`src/rtl/golden_nonce_arbiter.sv`:
```
// golden_nonce_arbiter
//   Gathers golden nonces from NUM_CORES hash cores. Each result goes into a
//   per-core holding register. A round-robin arbiter then moves results into
//   a small FIFO, which presents them one 32-bit word at a time to the UART
//   TX framer. A new_work pulse flushes everything, so stale nonces are
//   never reported.
//
//   Optional build macro: GNA_DEDUP_EN. When defined, a granted word equal
//   to the last pushed word is consumed but not pushed.
//
// Parameters
//   NUM_CORES   number of hash cores (1..16)
//   FIFO_DEPTH  result FIFO entries (power of two, >= 2)
//
// Ports
//   clk         system clock, rising edge
//   rst_n       asynchronous active-low reset
//   core_valid  per-core one-cycle "nonce found" pulse
//   core_nonce  packed nonces, core i on [32i+31:32i]
//   new_work    flush all pending results
//   tx_ready    TX framer accepts a word
//   tx_valid    tx_data holds a result
//   tx_data     FIFO head word
//   overflow    sticky: a nonce was dropped since last flush/reset
//   pending     any holding register occupied
module golden_nonce_arbiter #(
  parameter int NUM_CORES  = 4,
  parameter int FIFO_DEPTH = 4
) (
  input  logic                    clk,
  input  logic                    rst_n,
  input  logic [NUM_CORES-1:0]    core_valid,
  input  logic [32*NUM_CORES-1:0] core_nonce,
  input  logic                    new_work,
  input  logic                    tx_ready,
  output logic                    tx_valid,
  output logic [31:0]             tx_data,
  output logic                    overflow,
  output logic                    pending
);

  localparam int IW = (NUM_CORES > 1) ? $clog2(NUM_CORES) : 1;
  localparam int PW = $clog2(FIFO_DEPTH);

  logic [31:0]          hold [NUM_CORES];
  logic [NUM_CORES-1:0] full;
  logic [NUM_CORES-1:0] full_nxt;
  logic [NUM_CORES-1:0] drop;
  logic [NUM_CORES-1:0] capture;
  logic [IW-1:0]        rr;

  logic [31:0]          mem [FIFO_DEPTH];
  logic [PW:0]          wr_ptr;
  logic [PW:0]          rd_ptr;
  logic [PW:0]          count;

  logic                 found;
  logic                 grant_vld;
  logic [IW-1:0]        grant_idx;
  logic [31:0]          grant_word;
  logic                 can_accept;
  logic                 pop;
  logic                 push;
  logic                 is_dup;

  // (base + off) mod NUM_CORES, with off < NUM_CORES
  function automatic logic [IW-1:0] wrap_idx(input logic [IW-1:0] base,
                                             input int unsigned off);
    int unsigned s;
    s = 32'(base) + off;
    if (s >= 32'(NUM_CORES)) s = s - 32'(NUM_CORES);
    return IW'(s);
  endfunction

  assign count      = wr_ptr - rd_ptr;
  assign tx_valid   = (count != '0);
  assign pop        = tx_valid && tx_ready;
  // A full FIFO can still take a word in a cycle where the head is popped.
  assign can_accept = (count < (PW+1)'(FIFO_DEPTH)) || pop;
  assign pending    = |full;
  assign tx_data    = tx_valid ? mem[rd_ptr[PW-1:0]] : 32'h0;

  // Round-robin scan starting at rr
  always_comb begin
    logic [IW-1:0] idx;
    found     = 1'b0;
    grant_idx = '0;
    idx       = '0;
    for (int k = 0; k < NUM_CORES; k++) begin
      idx = wrap_idx(rr, k);
      if (!found && full[idx]) begin
        found     = 1'b1;
        grant_idx = idx;
      end
    end
  end

  assign grant_vld  = found && can_accept;
  assign grant_word = hold[grant_idx];
  assign push       = grant_vld && !is_dup && !new_work;

  // A new nonce is captured into an empty holder, or into one whose word is
  // leaving this very cycle; otherwise it is dropped.
  always_comb begin
    full_nxt = full;
    drop     = '0;
    capture  = '0;
    for (int i = 0; i < NUM_CORES; i++) begin
      if (core_valid[i]) begin
        full_nxt[i] = 1'b1;
        if (!full[i] || (grant_vld && grant_idx == IW'(i)))
          capture[i] = 1'b1;
        else
          drop[i] = 1'b1;
      end else if (grant_vld && grant_idx == IW'(i)) begin
        full_nxt[i] = 1'b0;
      end
    end
  end

`ifdef GNA_DEDUP_EN
  logic [31:0] last_pushed;
  logic        last_vld;

  assign is_dup = last_vld && (grant_word == last_pushed);

  always_ff @(posedge clk or negedge rst_n) begin
    if (!rst_n) begin
      last_pushed <= 32'h0;
      last_vld    <= 1'b0;
    end else if (new_work) begin
      last_pushed <= 32'h0;
      last_vld    <= 1'b0;
    end else if (push) begin
      last_pushed <= grant_word;
      last_vld    <= 1'b1;
    end
  end
`else
  assign is_dup = 1'b0;
`endif

  // Control state; flush overrides every other event in the cycle.
  always_ff @(posedge clk or negedge rst_n) begin
    if (!rst_n) begin
      full     <= '0;
      wr_ptr   <= '0;
      rd_ptr   <= '0;
      rr       <= '0;
      overflow <= 1'b0;
    end else if (new_work) begin
      full     <= '0;
      wr_ptr   <= '0;
      rd_ptr   <= '0;
      rr       <= '0;
      overflow <= 1'b0;
    end else begin
      full <= full_nxt;
      if (push) wr_ptr <= wr_ptr + 1'b1;
      if (pop)  rd_ptr <= rd_ptr + 1'b1;
      if (grant_vld) rr <= wrap_idx(grant_idx, 1);
      if (|drop) overflow <= 1'b1;
    end
  end

  // Data storage needs no reset: occupancy is tracked by full and the
  // pointers, and tx_data is forced to zero when the FIFO is empty.
  always_ff @(posedge clk) begin
    for (int i = 0; i < NUM_CORES; i++) begin
      if (capture[i] && !new_work) hold[i] <= core_nonce[32*i +: 32];
    end
    if (push) mem[wr_ptr[PW-1:0]] <= grant_word;
  end

endmodule

```
`config.mk`:
```
export PLATFORM = sky130hd
export DESIGN_NAME = golden_nonce_arbiter
export DESIGN_NICKNAME = d
export VERILOG_FILES = /design/src/rtl/golden_nonce_arbiter.sv
export SDC_FILE = /design/constraint.sdc
export NUM_CORES = 1
export LEC_CHECK = 0
export ABC_AREA = 1
export BUFFER_PORTS_ARGS = -buffer_cell sky130_fd_sc_hd__buf_2
export CELL_PAD_IN_SITES_DETAIL_PLACEMENT = 0
export CELL_PAD_IN_SITES_GLOBAL_PLACEMENT = 2
export CORE_MARGIN = 5
export CORE_UTILIZATION = 40
export CTS_CLUSTER_SIZE = 8
export DETAILED_ROUTE_END_ITERATION = 10
export PLACE_DENSITY = 0.95
export SYNTH_ARGS = -nofsm -noshare
export SYNTH_HDL_FRONTEND = slang
export SYNTH_SLANG_ARGS = --single-unit
```
`constraint.sdc`:
```
create_clock -name clk -period 5.3 [get_ports clk]
set_input_delay 0.265 -clock clk [delete_from_list [all_inputs] [get_ports clk]]
set_output_delay 0.265 -clock clk [all_outputs]
set_load 0.05 [all_outputs]
```
==> results.toml, run 1 <==
[place]
place_congestion = 0.793
detailedPlace.worstSlack_ps = 1480
hpwl_um = 18200
place.port_buffers = 170

[yosys]
synthTopCellsByArea = "edfxtp_1 (67%), nand2_1 (8.3%), inv_1 (4.0%), nand4_1 (3.6%), o21ai_0 (3.1%)"
synth_nets = 1178
avgSynthCellArea_um2 = 11.2
synthMuxAreaShare_pct = 0
synth_cell_types = 25
synth-compound-area-share_pct = 5.31
seq_area_frac_synth_pct = 69.7
synth_common_cells = "edfxtp_1 (256), nand2_1 (253), inv_1 (121), nor2_1 (76), o21ai_0 (71)"
ys.flop_type = "edfxtp_1"
postSynth.asyncResetShare_pct = 4.83
synth_top_area_share_pct = 66.9
synth_edf_count = 256
synth_simple_gate_area_share_pct = 16.9
synth_top_family_by_area = "simple AND/OR/NAND/NOR gates"
ys_ff_latch = 269
synth_xor_xnor_area_share_pct = 0
synthAdderAreaFrac_pct = 1.20
syn_inst = 1031
synth_warnings = 0
synth_top_area_cell = "edfxtp_1"
synth_area_mm2 = 0.0115
synth_most_common_cell = "edfxtp_1"

[sta]
holdWs_ps = 29.3
skew_ps = 16.1
setup-tns-final_ps = 0
max_slew_margin_pct = 27.9
fmax_mhz = 260
setup_slack_ps = 1460
hold_viol_final = 0
tightest_slew_ps = 1080
layout_min_cycle_time_ps = 3840
rsz0062_at_grt = "no"
slew_viol_final = 0
finalSetupViolations = 0
post-route-period-util_pct = 72.5

[power_and_ir_drop]
vdd_drop_max_mv = 0.388
combPwrFrac_pct = 44.7
fin_total_pwr_mw = 9.85
p_int_mw = 5.52
p_per_area_mw_per_mm2 = 657
p_sw_share_pct = 44.0
p_sw_mw = 4.33
clkPwrFrac_pct = 21.9
leakagePower_nw = 6.34
p_seq_share_pct = 33.4

[route]
drtPass1Iterations = 5
drt_first_iter_violations = 584
viasPerCell = 4.89
wire_per_inst_um = 17.9
vias = 8410
ant_nets = 0
drcViolationCount = 0
drt_wl_total_um = 30700

[clocking]
clockBufferDepth = 3
path_clk_slew_ps = 50
cts_resized = 0
htree_levels = 2
cts_made_buffers = 39
clk_latency_ps = 500
cts_hold_buf = 129
cts_tree = "built"
clock_sinks = 269
post_cts_buffers = 0
clockRootBuffer = "clkbuf_16"

[worst_setup_path]
critPathMostFrequentCell = "nand2_1"
startpoint_type = "flip-flop"
worst_setup_path_end_kind = "flip-flop"
path_max_fanout = 35
crit_chain = "inv_4, nand2_1, nand2_2, nand2_1, nand2_1, nor2_2, nand3_1, nand3_1, nand2_2, buf_4, inv_2, ha_1, nand3_1, nand2_1, nand2_1, nor2_4"
critPathKind = "reg -> reg"
path_delay_family = "simple AND/OR/NAND/NOR gates"
critPathMaxStageDelay_ps = 730
slowest_stage = "nor2_4"
cp.buffers_inverters = 3
worst-endpoint-required_ps = 5410
worstPathArrival_ps = 3950

[job]
drv_cap = 0

[finish]
area_growth_pct = 30.4
final_util_pct = 52.5
multiInputGateArea_mm2 = 0.00276
seqCellArea_mm2 = 0.00801
fill_cells = 2456
drive_gt1_share_pct = 18.0
finish.net_count = 1469

[floorplanning]
dieHeight_um = 180
rows = 62
die_x_um = 180
die_area_mm2 = 0.0322
pin_count = 171
start_util_pct = 40.3
core_mm2 = 0.0285

[global_route]
grt_overflow = 0
antenna_found_initial = 1
grt_max_degree = 71
grt_first_pass_wirelength_um = 47100
gr-usage-all-layers_pct = 18.3
grt_pass1_vias = 8511

[status]
status = "finished clean"

[min_path]
hold_class = "in -> reg"
==> registers in the layout (all words and copies together), names as in the netlist <==
| register | flops |
|---|---|
| full | 4 |
| hold | 128 |
| mem | 128 |
| overflow | 1 |
| rd_ptr | 3 |
| rr | 2 |
| wr_ptr | 3 |
==> cell families after synthesis <==
logic type,after synthesis
adders and majority gates,11
buffers and inverters,185
and+or+nand+nor,453
AOI/OAI and AO/OA,113
DFF,269
==> path summary, 6_finish.rpt <==
path                          startpoint          end  slack [ps]  cells after the start
max                                rr[0]  hold[2][14]        1460                     16
max reg2reg                        rr[0]  hold[2][14]        1460                     16
min                        core_valid[0]      full[0]          30                      3
min in group asynchronous          rst_n        rr[1]         210                      2
min reg2reg                      full[1]      full[1]         600                      2
max in group asynchronous          rst_n    rd_ptr[0]        4810                      2
==> worst reg2reg max path: cells and delay by family, from the launching register on <==
family                     cells  cell delay (ps)
adders and majority gates      1              260
DFF                            1              590
and+or+nand+nor               12             1660
buffers and inverters          3              910
==> cells in the final DEF, fill, tap and decap left out, types with 12 or more instances in the layout <==
master         count
nand3_1           52
nand4_1           66
dlygate4sd3_1    129
edfxtp_1         256
nand2_1          252
buf_2            170
nor2_1            68
o22ai_1           32
dfrtp_1           12
inv_1            120
clkbuf_1          13
clkbuf_16         39
o21ai_0           71
==> through the flow <==
stage / instance area [µm²] / instances
2_1_floorplan: 11500 / 1031
3_3_place_gp: 12700 / 1536
3_5_place_dp: 12700 / 1536
4_1_cts: 15000 / 1719
5_1_grt: 15000 / 1720
6_report: 15000 / 1720
==> layer usage <==
metal / GRT usage, % / up-vias / part of all wire [%]
met4: 5.24 / 0 / 2.4
met1: 25.4 / 3960 / 45
met2: 29.9 / 283 / 47
li1: - / 4118 / -
met3: 3.38 / 49 / 5.9
met5: 0 / - / 0
==> power groups by stage <==
stage | registers, mW | logic, mW | clock network, mW
final | 3.29 | 4.40 | 2.16
after global placement | 3.32 | 4.24 | 0
after CTS | 3.29 | 4.41 | 2.19
after detailed placement | 3.33 | 4.32 | 0
after global routing | 3.33 | 4.82 | 2.29
after floorplan | 3.30 | 3.54 | 0
==> final cells by class <==
cell class / count / area share, %
tap: 384 / 3.21
multi-input combinational: 577 / 18.4
clock buffer: 52 / 6.84
timing repair buffer: 309 / 14.8
sequential: 269 / 53.5
inverter: 126 / 3.17
clock inverter: 2 / 0.0918
antenna: 1 / 0.0167
Power figures use the tool's default switching activity.
==> run 2, diff against run 1 <==
Settings changed: CORE_UTILIZATION 40 to 34, PLACE_DENSITY 0.95 to 0.87.
Clock period 5.3 ns to 3.2 ns, I/O delays scaled along.
==> results.toml, run 2 (synthesis gave the netlist of run 1 again) <==
[status]
status = "finished clean"

[worst_setup_path]
worstPathArrival_ps = 2960
path_max_fanout = 32
worst_setup_path_end_kind = "flip-flop"
critPathKind = "reg -> reg"
worst-endpoint-required_ps = 3360
startpoint_type = "flip-flop"

[finish]
mostFrequentLayoutCells = "edfxtp_1 (256), nand2_1 (252), buf_2 (170), dlygate4sd3_1 (133), inv_1 (120)"
area_growth_pct = 33.4
design_area_mm2 = 0.0153
finish.net_count = 1485
diodes = 0
final_common_cell = "edfxtp_1"
drive_gt1_share_pct = 18.7
final_util_pct = 45.8

[power_and_ir_drop]
combPwrFrac_pct = 45.0
p_sw_mw = 7.23
p_sw_share_pct = 43.9
vdd_drop_max_mv = 0.657
p_seq_share_pct = 33.0
p_int_mw = 9.25
clkPwrFrac_pct = 22.0
p_per_area_mw_per_mm2 = 1070
leakagePower_nw = 6.46

[route]
drt_wl_total_um = 31500
viasPerCell = 4.66
drcViolationCount = 0
drtPass1Iterations = 5
wire_per_inst_um = 17.5
vias = 8388
drt_first_iter_violations = 495
ant_nets = 0

[floorplanning]
die_area_mm2 = 0.0376
rows = 67
die_x_um = 194
dieHeight_um = 194
core_mm2 = 0.0334
pin_count = 171
start_util_pct = 34.4

[clocking]
htree_levels = 2
path_clk_slew_ps = 50
cts_resized = 0
clockRootBuffer = "clkbuf_16"
cts_made_buffers = 39
cts_hold_buf = 133
clockBufferDepth = 3
clk_latency_ps = 520
cts_tree = "built"
post_cts_buffers = 0
clock_sinks = 269

[place]
place_congestion = 0.817
detailedPlace.worstSlack_ps = 441
place.port_buffers = 170
dpl-instance-area_mm2 = 0.0129
hpwl_um = 19300

[sta]
rsz0062_at_grt = "no"
skew_ps = 12.6
fmax_mhz = 358
max_slew_margin_pct = 50.4
post-route-period-util_pct = 87.3
finalSetupViolations = 0
setup_slack_ps = 407
hold_viol_final = 0
layout_min_cycle_time_ps = 2790
tightest_slew_ps = 744
setup-tns-final_ps = 0
slew_viol_final = 0
holdWs_ps = 41.8

[global_route]
grt_first_pass_wirelength_um = 48800
gr-usage-all-layers_pct = 16.4
grt_pass1_vias = 8616
antenna_found_initial = 0
grt_max_degree = 67
grt_overflow = 0

[job]
drv_cap = 0

[min_path]
hold_class = "in -> reg"
-- run 2: final timing paths --
kind	cells after the start	startpoint	end	slack (ps)
max	16	rr[0]	hold[2][9]	410
min	3	tx_ready	rd_ptr[0]	40
max reg2reg	16	rr[0]	hold[2][9]	410
min reg2reg	2	wr_ptr[2]	wr_ptr[2]	610
max in group asynchronous	2	rst_n	rd_ptr[0]	2790
min in group asynchronous	2	rst_n	full[0]	110
-- run 2: layout make-up --
cell class | count | area (µm²)
clock inverters | 4 | 58.8
flip-flops and latches | 269 | 8010
inverters | 126 | 475
clock buffers | 50 | 1020
fillers | 3034 | 18100
multi-input cells | 577 | 2760
well taps | 448 | 561
repair buffers | 325 | 2450
-- run 2: routing by layer --
metal / track usage [%] / routed length (µm) / vias up
li1: - / - / 4143
met1: 23.1 / 14400 / 3924
met2: 25.7 / 14300 / 265
met3: 3.11 / 1950 / 56
met4: 5.34 / 843 / 0
met5: 0 / 0 / -
-- run 2: power by group through the flow --
stage                     clock (mW)  combinational, mW  sequential (mW)
after global routing            3.85               8.25             5.49
final                           3.62               7.42             5.44
after detailed placement           0               7.37             5.50
after floorplan                    0               5.87             5.46
after global placement             0               7.26             5.48
after CTS                       3.71               7.50             5.44
-- run 2: per-stage QoR --
step	total power [mW]	instances
after floorplan	11.3	1031
after global placement	12.7	1612
after detailed placement	12.9	1612
after CTS	16.6	1799
after global routing	17.6	1799
final	16.5	1799
-- run 2: critical path, stage by stage, from the launching register on --
cell and delay (ps):
dfrtp_1 570, inv_4 110, nand2_1 90, nand2_2 80, nand2_1 80, nand2_1 60, nor2_2 110, nand3_1 90
nand3_1 90, nand2_2 130, inv_2 110, ha_1 140, nand3_1 90, nand2_1 110, nand2_1 80, nor2_4 70
buf_4 380
